===== config.mk =====
export PLATFORM = sky130hd
export DESIGN_NAME = instrument_decoder
export DESIGN_NICKNAME = d
export VERILOG_FILES = /design/src/rtl/instrument_decoder_pkg.sv /design/src/rtl/instrument_decoder_strum_gen.sv /design/src/rtl/instrument_decoder.sv
export SDC_FILE = /design/constraint.sdc
export NUM_CORES = 1
export LEC_CHECK = 0
export CORE_UTILIZATION = 40
export DETAILED_ROUTE_END_ITERATION = 12
export SYNTH_ARGS = -nofsm -noshare
export SYNTH_HDL_FRONTEND = slang
export SYNTH_SLANG_ARGS = --single-unit

===== constraint.sdc =====
create_clock -name clk -period 3.46 [get_ports clk]
set_input_delay 0.346 -clock clk [delete_from_list [all_inputs] [get_ports clk]]
set_output_delay 0.346 -clock clk [all_outputs]
set_load 0.005 [all_outputs]

===== src/rtl/instrument_decoder_pkg.sv =====
// ============================================================================
// Module : instrument_pkg
// Brief  : Channel index constants, default strum mask and note width helper.
// Rev    : 1.0  initial release
// ============================================================================
`default_nettype none

package instrument_pkg;

    localparam int ID_GUITAR = 0;
    localparam int ID_DRUM   = 1;
    localparam int ID_BASS   = 2;

    // Guitar and bass strum, drum does not.
    localparam logic [2:0] DEFAULT_STRUM_MASK = 3'b101;

    function automatic int note_w_of(input int data_w, input int num_ch);
        return data_w - num_ch;
    endfunction

endpackage

`default_nettype wire


===== src/rtl/instrument_decoder_strum_gen.sv =====
// ============================================================================
// Module : strum_gen
// Brief  : Per-channel periodic strum pulse, restarted by every nonzero load.
// Rev    : 1.0  initial release
// ============================================================================
`default_nettype none

module strum_gen #(
    parameter int STRUM_PERIOD = 5_000_000,
    parameter int STRUM_HIGH   = 1_000_000
) (
    input  logic clk,
    input  logic rst,
    input  logic load,
    input  logic note_nz,
    input  logic clear,
    output logic strum
);

    localparam int             c_PH_W = $clog2(STRUM_PERIOD);
    localparam logic [c_PH_W-1:0] c_LAST = c_PH_W'(STRUM_PERIOD - 1);
    localparam logic [c_PH_W-1:0] c_HIGH = c_PH_W'(STRUM_HIGH);

    localparam logic [0:0] S_IDLE = 1'b0;
    localparam logic [0:0] S_RUN  = 1'b1;

    logic [0:0]        r_state;
    logic [0:0]        w_state_nxt;
    logic [c_PH_W-1:0] r_phase;

    always_ff @(posedge clk) begin
        if (rst) begin
            r_state <= S_IDLE;
        end else begin
            r_state <= w_state_nxt;
        end
    end

    always_comb begin
        w_state_nxt = r_state;
        if (load) begin
            w_state_nxt = note_nz ? S_RUN : S_IDLE;
        end else if (clear) begin
            w_state_nxt = S_IDLE;
        end
    end

    always_ff @(posedge clk) begin
        if (rst) begin
            r_phase <= '0;
        end else if (load || clear) begin
            r_phase <= '0;
        end else if (r_state == S_RUN) begin
            r_phase <= (r_phase == c_LAST) ? '0 : r_phase + c_PH_W'(1);
        end
    end

    always_comb begin
        strum = (r_state == S_RUN) && (r_phase < c_HIGH);
    end

endmodule

`default_nettype wire


===== src/rtl/instrument_decoder.sv =====
// ============================================================================
// Module : instrument_decoder
// Brief  : One-hot channel decode of received bytes into held notes, strum
//          pulses, idle timeout and a registered LED monitor.
// Rev    : 1.0  initial release
// ============================================================================
`default_nettype none

module instrument_decoder
    import instrument_pkg::*;
#(
    parameter int                NUM_CH       = 3,
    parameter int                DATA_W       = 8,
    parameter logic [NUM_CH-1:0] STRUM_MASK   = NUM_CH'(DEFAULT_STRUM_MASK),
    parameter int                STRUM_PERIOD = 5_000_000,
    parameter int                STRUM_HIGH   = 1_000_000,
    parameter int                TIMEOUT      = 50_000_000,
    localparam int               NOTE_W       = note_w_of(DATA_W, NUM_CH)
) (
    input  logic                     clk,
    input  logic                     rst,
    input  logic                     rx_valid,
    input  logic [DATA_W-1:0]        rx_data,
    input  logic [NUM_CH-1:0]        mon_sel,
    output logic [NUM_CH*NOTE_W-1:0] note,
    output logic [NUM_CH-1:0]        strum,
    output logic [NUM_CH-1:0]        active,
    output logic [NUM_CH-1:0]        stale,
    output logic [7:0]               err_cnt,
    output logic [NOTE_W:0]          leds
);

    localparam int               c_TO_W    = (TIMEOUT > 1) ? $clog2(TIMEOUT) : 1;
    localparam logic [c_TO_W-1:0] c_TO_LAST = c_TO_W'(TIMEOUT - 1);

    logic [NUM_CH-1:0] w_id;
    logic [NOTE_W-1:0] w_note_in;
    logic              w_id_ok;
    logic [NUM_CH-1:0] w_load_vec;
    logic              w_mon_ok;
    logic [NOTE_W:0]   w_leds;
    logic [7:0]        r_err_cnt;
    logic [NOTE_W:0]   r_leds;

    assign w_id       = rx_data[NUM_CH-1:0];
    assign w_note_in  = rx_data[DATA_W-1:NUM_CH];
    assign w_id_ok    = (w_id != '0) && ((w_id & (w_id - NUM_CH'(1))) == '0);
    assign w_load_vec = (rx_valid && w_id_ok) ? w_id : '0;

    for (genvar i = 0; i < NUM_CH; i++) begin : g_ch
        logic [NOTE_W-1:0] r_note;
        logic              r_stale;
        logic              w_load;
        logic              w_expire;

        assign w_load = w_load_vec[i];

        if (TIMEOUT > 0) begin : g_timeout
            logic [c_TO_W-1:0] r_idle;

            // A load on the expiring cycle suppresses the clear.
            assign w_expire = (|r_note) && (r_idle == c_TO_LAST) && !w_load;

            always_ff @(posedge clk) begin
                if (rst) begin
                    r_idle <= '0;
                end else if (w_load || w_expire) begin
                    r_idle <= '0;
                end else if (|r_note) begin
                    r_idle <= r_idle + c_TO_W'(1);
                end
            end
        end else begin : g_no_timeout
            assign w_expire = 1'b0;
        end

        always_ff @(posedge clk) begin
            if (rst) begin
                r_note  <= '0;
                r_stale <= 1'b0;
            end else if (w_load) begin
                r_note  <= w_note_in;
                r_stale <= 1'b0;
            end else if (w_expire) begin
                r_note  <= '0;
                r_stale <= 1'b1;
            end
        end

        assign note[i*NOTE_W +: NOTE_W] = r_note;
        assign active[i]                = |r_note;
        assign stale[i]                 = r_stale;

        if (STRUM_MASK[i]) begin : g_strum
            strum_gen #(
                .STRUM_PERIOD (STRUM_PERIOD),
                .STRUM_HIGH   (STRUM_HIGH)
            ) u_strum_gen (
                .clk     (clk),
                .rst     (rst),
                .load    (w_load),
                .note_nz (|w_note_in),
                .clear   (w_expire),
                .strum   (strum[i])
            );
        end else begin : g_no_strum
            assign strum[i] = 1'b0;
        end
    end

    always_ff @(posedge clk) begin
        if (rst) begin
            r_err_cnt <= '0;
        end else if (rx_valid && !w_id_ok && (r_err_cnt != 8'hFF)) begin
            r_err_cnt <= r_err_cnt + 8'd1;
        end
    end

    assign w_mon_ok = (mon_sel != '0) && ((mon_sel & (mon_sel - NUM_CH'(1))) == '0);

    always_comb begin
        w_leds = '0;
        for (int k = 0; k < NUM_CH; k++) begin
            if (w_mon_ok && mon_sel[k]) begin
                w_leds = {strum[k], note[k*NOTE_W +: NOTE_W]};
            end
        end
    end

    always_ff @(posedge clk) begin
        if (rst) begin
            r_leds <= '0;
        end else begin
            r_leds <= w_leds;
        end
    end

    assign err_cnt = r_err_cnt;
    assign leds    = r_leds;

endmodule

`default_nettype wire


==> summary.md, run 1 <==
| Metric | Value |
|---|---|
| Worst hold slack | `about 490 ps` |
| CP Capture Type | `output port` |
| First-pass GRT wire length | `~27000 um` |
| Area after DPL | `~8000 um2` |
| ANT nets after route | `0` |
| Die Y | `between 100 and 150 um` |
| Total wire length | `roughly 16000 um` |
| Synthesized area | `approximately 7300 um2` |
| Startpoint Class | `register` |
| Period utilisation layout | `around 78%` |
| Final setup fails | `0` |
| CORE AREA | `roughly 18000 um2` |
| Fill count | `roughly 1700` |
| Fmax | `around 370 MHz` |
| Slew at the pin closest to its max-slew limit | `between 800 and 900 ps` |
| Vias per std cell | `~5.3` |
| Resized cells post-CTS | `0` |
| Critical setup path kind | `reg -> out` |
| Unrepaired setup endpoints after global routing | `no` |
| Nets | `910` |
| Synth Flop Type | `dfxtp_1` |
| DR iter-0 viols | `about 290` |
| Power per cell area | `484 nW/um2` |
| Ports | `52` |
| Die Wd | `137 um` |
| Full die area | `approximately 19000 um2` |
| Synthesis warning total | `0` |
| Count of cell types in the netlist | `58` |
| CTS Buf Count | `17` |
| Post-CTS setup buffer count | `0` |
| Setup_tns | `0 ps` |
| Crit-path max FO | `4` |
| Synth async-reset ratio | `0%` |
| Area grow syn2layout | `18.4%` |
| Post-Syn Instances | `between 800 and 900` |
| Leakage Power | `0.00285 uW` |
| Max VDD drop | `0.418 mV` |
| Total grt overflow | `0` |
| Post-Layout Inst Area | `between 8000 and 9000 um2` |
| Syn nets | `between 800 and 900` |
| Worst slew margin | `about two fifths` |
| CP arrival | `about 2400 ps` |
| Clock buffer depth | `2` |
| RD Place Congestion | `between 0.8 and 0.9` |
| Cell row count | `48` |
| Wire length per cell | `~15 um` |
| Worst Hold Class | `reg -> reg` |
| Layout cell share with drive strength beyond 1 | `slightly above 6%` |
| #FFs+latches synth | `approximately 160` |
| Setup slack, reg-to-reg | `1130 ps` |
| Cts hold-fix bufs | `0` |
| Clk root buf | `clkbuf_16` |
| Drc violations | `0` |
| Fin. Hold Viols | `0` |
| Worst-skew pair later-pin latency | `roughly 430 ps` |
| Initial antenna violation count | `0` |
| Largest net degree at the start of global routing | `29` |
| GRT Util Overall | `~18%` |
| DP HPWL | `between 10000 and 15000 um` |
| # H-tree levels | `4` |
| Via count | `approximately 6000` |
| Critical Path RT | `~3100 ps` |
| IO buf count | `50` |
| # clock sinks | `158` |
| N_diodes | `0` |
| First-pass DRT Iterations | `5` |
| Post-synth EDFFs | `0` |
| Max cap viols | `0` |
| CTS clk-pin slew, worst paths | `60 ps` |
| Starting Density | `between 40% and 50%` |
| Post-layout min period | `2700 ps` |
| CTS tree | `yes` |
| Final Power | `around 4200 uW` |
| Clk_skew | `about 9.7 ps` |
| Slew Viols, Final | `0` |
| Avg Inst Size Synth | `around 8.6 um2` |
| Vias in the first global route | `approximately 5500` |
| Post-synthesis sequential area ratio | `between 40% and 50%` |
| Outcome | `finished, final reports clean` |
## flip-flops by register name (all words and copies together) (netlist names)
register,flops
leds,6
g_ch.r_note,15
g_ch.g_timeout.r_idle,78
g_ch.g_strum.u_strum_gen.r_state,2
err_cnt,8
g_ch.r_stale,3
g_ch.g_strum.u_strum_gen.r_phase,46
## placed cells by master (no fill, tap or decap), types with 22 or more instances in the layout
master,n
nor3_1,39
nand3_1,40
xnor2_1,73
nand2_1,55
nand4_1,41
xor2_1,45
nor2_1,161
clkdlybuf4s50_1,50
nor4_1,22
dfxtp_1,158
## cells by family (layout without fill, tap and decap cells)
family	after synthesis	count (layout)	synth area share (%)
AND/OR/NAND/NOR	442	442	30.7
flip-flops	158	158	43.5
XOR/XNOR	118	118	14.2
AO/OA/AOI/OAI	62	62	6.12
buffers and inverters	54	110	3.58
adder cells (fa/ha/maj)	6	6	1.03
multiplexers	6	6	0.877
other	1	1	0.0515
## final timing paths
path | start | to | depth (start not counted)
worst min-delay path | g_ch[2].g_timeout.r_idle[23] | g_ch[2].g_timeout.r_idle[23] | 2
worst max register to register | g_ch[0].r_note[0] | g_ch[0].r_note[4] | 5
worst max-delay path | g_ch[0].g_strum.u_strum_gen.r_phase[12] | strum[0] | 4
worst min register to register | g_ch[2].g_timeout.r_idle[23] | g_ch[2].g_timeout.r_idle[23] | 2
## stage by stage
stage,cells,util (%),setup slack (ps)
6_report,1128,49.2,758
5_1_grt,1128,49.2,572
4_1_cts,1128,49.2,730
3_5_place_dp,1096,45.2,1050
3_3_place_gp,1096,45.2,1100
2_1_floorplan,847,-,1550
## Yosys cell counts (12+ instances only)
| library cell | n | area [um2] |
|---|---|---|
| nor4_1 | 22 | 138 |
| inv_1 | 20 | 75.1 |
| and4_1 | 13 | 114 |
| nor2_1 | 161 | 604 |
| nor3_1 | 39 | 195 |
| xor2_1 | 45 | 394 |
| xnor2_1 | 73 | 639 |
| dfxtp_1 | 158 | 3160 |
| a21oi_1 | 19 | 95.1 |
| nand2_1 | 55 | 206 |
| nand3_1 | 40 | 200 |
| nand4_1 | 41 | 257 |
| a22o_1 | 16 | 140 |
| clkbuf_1 | 12 | 45.0 |
| and3_1 | 17 | 106 |
## power by group
part | switching (uW) | internal, uW
combinational | 90.0 | 67.4
sequential | 18.4 | 1830
clock | 768 | 1400
## area by class of cell
| type | instances | area (um2) | area share (%) |
|---|---|---|---|
| timing repair buffer | 58 | 561 | 6.50 |
| clock inverter | 13 | 233 | 2.70 |
| clock buffer | 19 | 453 | 5.25 |
| tap | 225 | 282 | 3.27 |
| sequential | 158 | 3160 | 36.7 |
| inverter | 20 | 75.1 | 0.871 |
| multi-input combinational | 635 | 3850 | 44.7 |
## layer usage
metal,vias up,GRT usage [%],share of wire (%)
met1,2810,24.8,49
met5,-,0,0
met4,0,5.74,1.5
met2,93,29.6,46
met3,17,3.63,3.8
li1,3022,-,-
## worst max-delay path, cell delays in order (launching register included)
cell             delay [ps]
dfxtp_1                 350
nor4_1                  380
a311oi_1                160
nor3_1                  450
clkdlybuf4s50_1         600
(Power assumes the default switching activity.)
==> run 2, diff against run 1 <==
==> constraint.sdc (replaced) <==
create_clock -name clk -period 2.7 [get_ports clk]
set_input_delay 0.27 -clock clk [delete_from_list [all_inputs] [get_ports clk]]
set_output_delay 0.27 -clock clk [all_outputs]
set_load 0.005 [all_outputs]
==> run 2 against run 1 <==
Total power increased by 18%. Sequential power increased by 29%. Worst hold slack better by 2.8 ps. Setup slack lost 570 ps. Sequential share of layout area up 0.091 points. Via count is essentially flat. Non-clock buffer count is 12 higher. Utilization down 0.12 points. Global-route usage fell by 0.34 points. Largest cell class unchanged. Highest routed layer unchanged.
==> summary.md, run 2 (synthesis results as in run 1) <==
| Metric | Value |
|---|---|
| Resized cells post-CTS | `0` |
| Final setup fails | `0` |
| Die Wd | `~140 um` |
| Unrepaired setup endpoints after global routing | `no` |
| Most frequent cells in the layout | `nor2_1 (161), dfxtp_1 (158), xnor2_1 (73)` |
| Slew Viols, Final | `0` |
| Top Registers | `g_ch.g_timeout.r_idle (78), g_ch.g_strum.u_strum_gen.r_phase (46), g_ch.r_note (15)` |
| Slew at the pin closest to its max-slew limit | `556 ps` |
| CTS tree | `yes` |
| Die Y | `137 um` |
| Min-delay src | `g_ch[1].r_stale` |
| Power per cell area | `between 500 and 600 nW/um2` |
| Cts hold-fix bufs | `0` |
| IO buf count | `50` |
| Vias in the first global route | `5284` |
| Period utilisation layout | `92.9%` |
| CTS Buf Count | `17` |
| Max cap viols | `0` |
| Critical setup path kind | `reg -> out` |
| GRT Util Overall | `18.1%` |
| Vias per std cell | `between 5 and 6` |
| First-pass GRT wire length | `around 27000 um` |
| Worst-skew pair later-pin latency | `around 420 ps` |
| Reg-to-Reg Start | `g_ch[0].r_note[0]` |
| RR Endpoint | `g_ch[0].r_note[4]` |
| Worst Hold Class | `reg -> reg` |
| Critical Path RT | `roughly 2400 ps` |
| Area grow syn2layout | `18.2%` |
| Crit-path max FO | `4` |
| Fmax | `about 400 MHz` |
| Ports | `between 50 and 60` |
| CP Capture Type | `output port` |
| CTS clk-pin slew, worst paths | `~60 ps` |
| DP HPWL | `about 11000 um` |
| Layout cell share with drive strength beyond 1 | `around 7.2%` |
| Startpoint Class | `register` |
| # clock sinks | `between 150 and 200` |
| Total wire length | `about 16000 um` |
| Top cell by count, worst path | `nor4_1` |
| Max FFs per register | `between 70 and 80` |
| Via count | `5941` |
| # H-tree levels | `4` |
| Leakage Power | `~0.0028 uW` |
| CORE AREA | `approximately 18000 um2` |
| Ordered cell list for the critical path | `nor4_1 > a311oi_1 > nor4_1 > buf_4 > clkdlybuf4s50_1` |
| RD Place Congestion | `~0.8` |
| Clk root buf | `clkbuf_16` |
| N_diodes | `0` |
| Nets | `922` |
| Cell row count | `48` |
| Fill count | `approximately 1700` |
| Worst hold slack | `490 ps` |
| Setup_tns | `0 ps` |
| Total grt overflow | `0` |
| Starting Density | `approximately two fifths` |
| Register area | `roughly 3200 um2` |
| Outcome | `finished, final reports clean` |
| Max VDD drop | `0.393 mV` |
| Clock buffer depth | `2` |
| Drc violations | `0` |
| Hold path depth | `2` |
| Commonest non-fill, non-tap cell in the layout | `nor2_1` |
| Worst Reg-to-Reg Cells | `6` |
| Crit path largest cell delay | `500 ps` |
| DR iter-0 viols | `~380` |
| Largest reg by FF count | `g_ch.g_timeout.r_idle` |
| Post-layout min period | `between 2000 and 3000 ps` |
| Full die area | `18700 um2` |
| Fin. Hold Viols | `0` |
| First-pass DRT Iterations | `5` |
| Setup slack, reg-to-reg | `around 680 ps` |
| Wire length per cell | `about 14 um` |
| Clk_skew | `approximately 8.8 ps` |
| ANT nets after route | `0` |
| Initial antenna violation count | `0` |
| CP arrival | `2240 ps` |
| Slowest-stage cell, CP | `clkdlybuf4s50_1` |
| Post-CTS setup buffer count | `0` |
| Area of the multi-input gates | `a little under 4000 um2` |
| Worst Hold End | `g_ch[1].r_stale` |
| Largest net degree at the start of global routing | `25` |
| Worst slew margin | `a little over three fifths` |
## run 2: stage by stage
step	utilization [%]	cell area (um2)	cells	setup WS [ps]	power, uW
2_1_floorplan	-	7280	847	786	2540
3_3_place_gp	45.8	8030	1108	447	2630
3_5_place_dp	45.8	8030	1108	430	2630
4_1_cts	49.0	8600	1140	132	4980
5_1_grt	49.0	8600	1140	82.0	5110
6_report	49.0	8600	1140	192	4910
## run 2: layout make-up
type / instances / area share, %
clock buffer: 18 / 4.99
clock inverter: 14 / 1.69
inverter: 20 / 0.873
multi-input combinational: 635 / 44.8
sequential: 158 / 36.8
tap: 225 / 3.27
timing repair buffer: 70 / 7.57
## run 2: power by group
group / switching, uW / internal, uW / leakage [uW] / total (uW)
Sequential: 25.5 / 2350 / 0.00127 / 2380
Combinational: 112 / 91.7 / 0.00130 / 204
Clock: 977 / 1360 / 0.000272 / 2340
## run 2: worst max path at each step
| stage | slack (ps) | to | depth (start not counted) | from |
|---|---|---|---|---|
| 4_1_cts | 130 | strum[0] | 4 | g_ch[0].g_strum.u_strum_gen.r_phase[12] |
| 6_report | 190 | strum[2] | 5 | g_ch[2].g_strum.u_strum_gen.r_phase[10] |
| 3_5_place_dp | 430 | err_cnt[7] | 6 | rx_data[2] |
| 3_3_place_gp | 450 | err_cnt[7] | 6 | rx_data[2] |
| 5_1_grt | 80 | strum[0] | 4 | g_ch[0].g_strum.u_strum_gen.r_phase[15] |
| 2_1_floorplan | 790 | g_ch[2].g_timeout.r_idle[10] | 8 | g_ch[2].g_timeout.r_idle[0] |
## run 2: worst max-delay path: cells and delay by family, from the launching register on
family                 cells  cell delay [ps]
and+or+nand+nor            2              650
buffers and inverters      2              670
DFF                        1              340
AOI/OAI and AO/OA          1              160
## run 2: layer usage
layer,vias to the layer above,global-route usage [%],wire length (um)
met4,0,5.31,104
met2,101,27.0,7080
li1,3057,-,-
met1,2773,25.4,8020
met3,10,4.63,636
met5,-,0,0
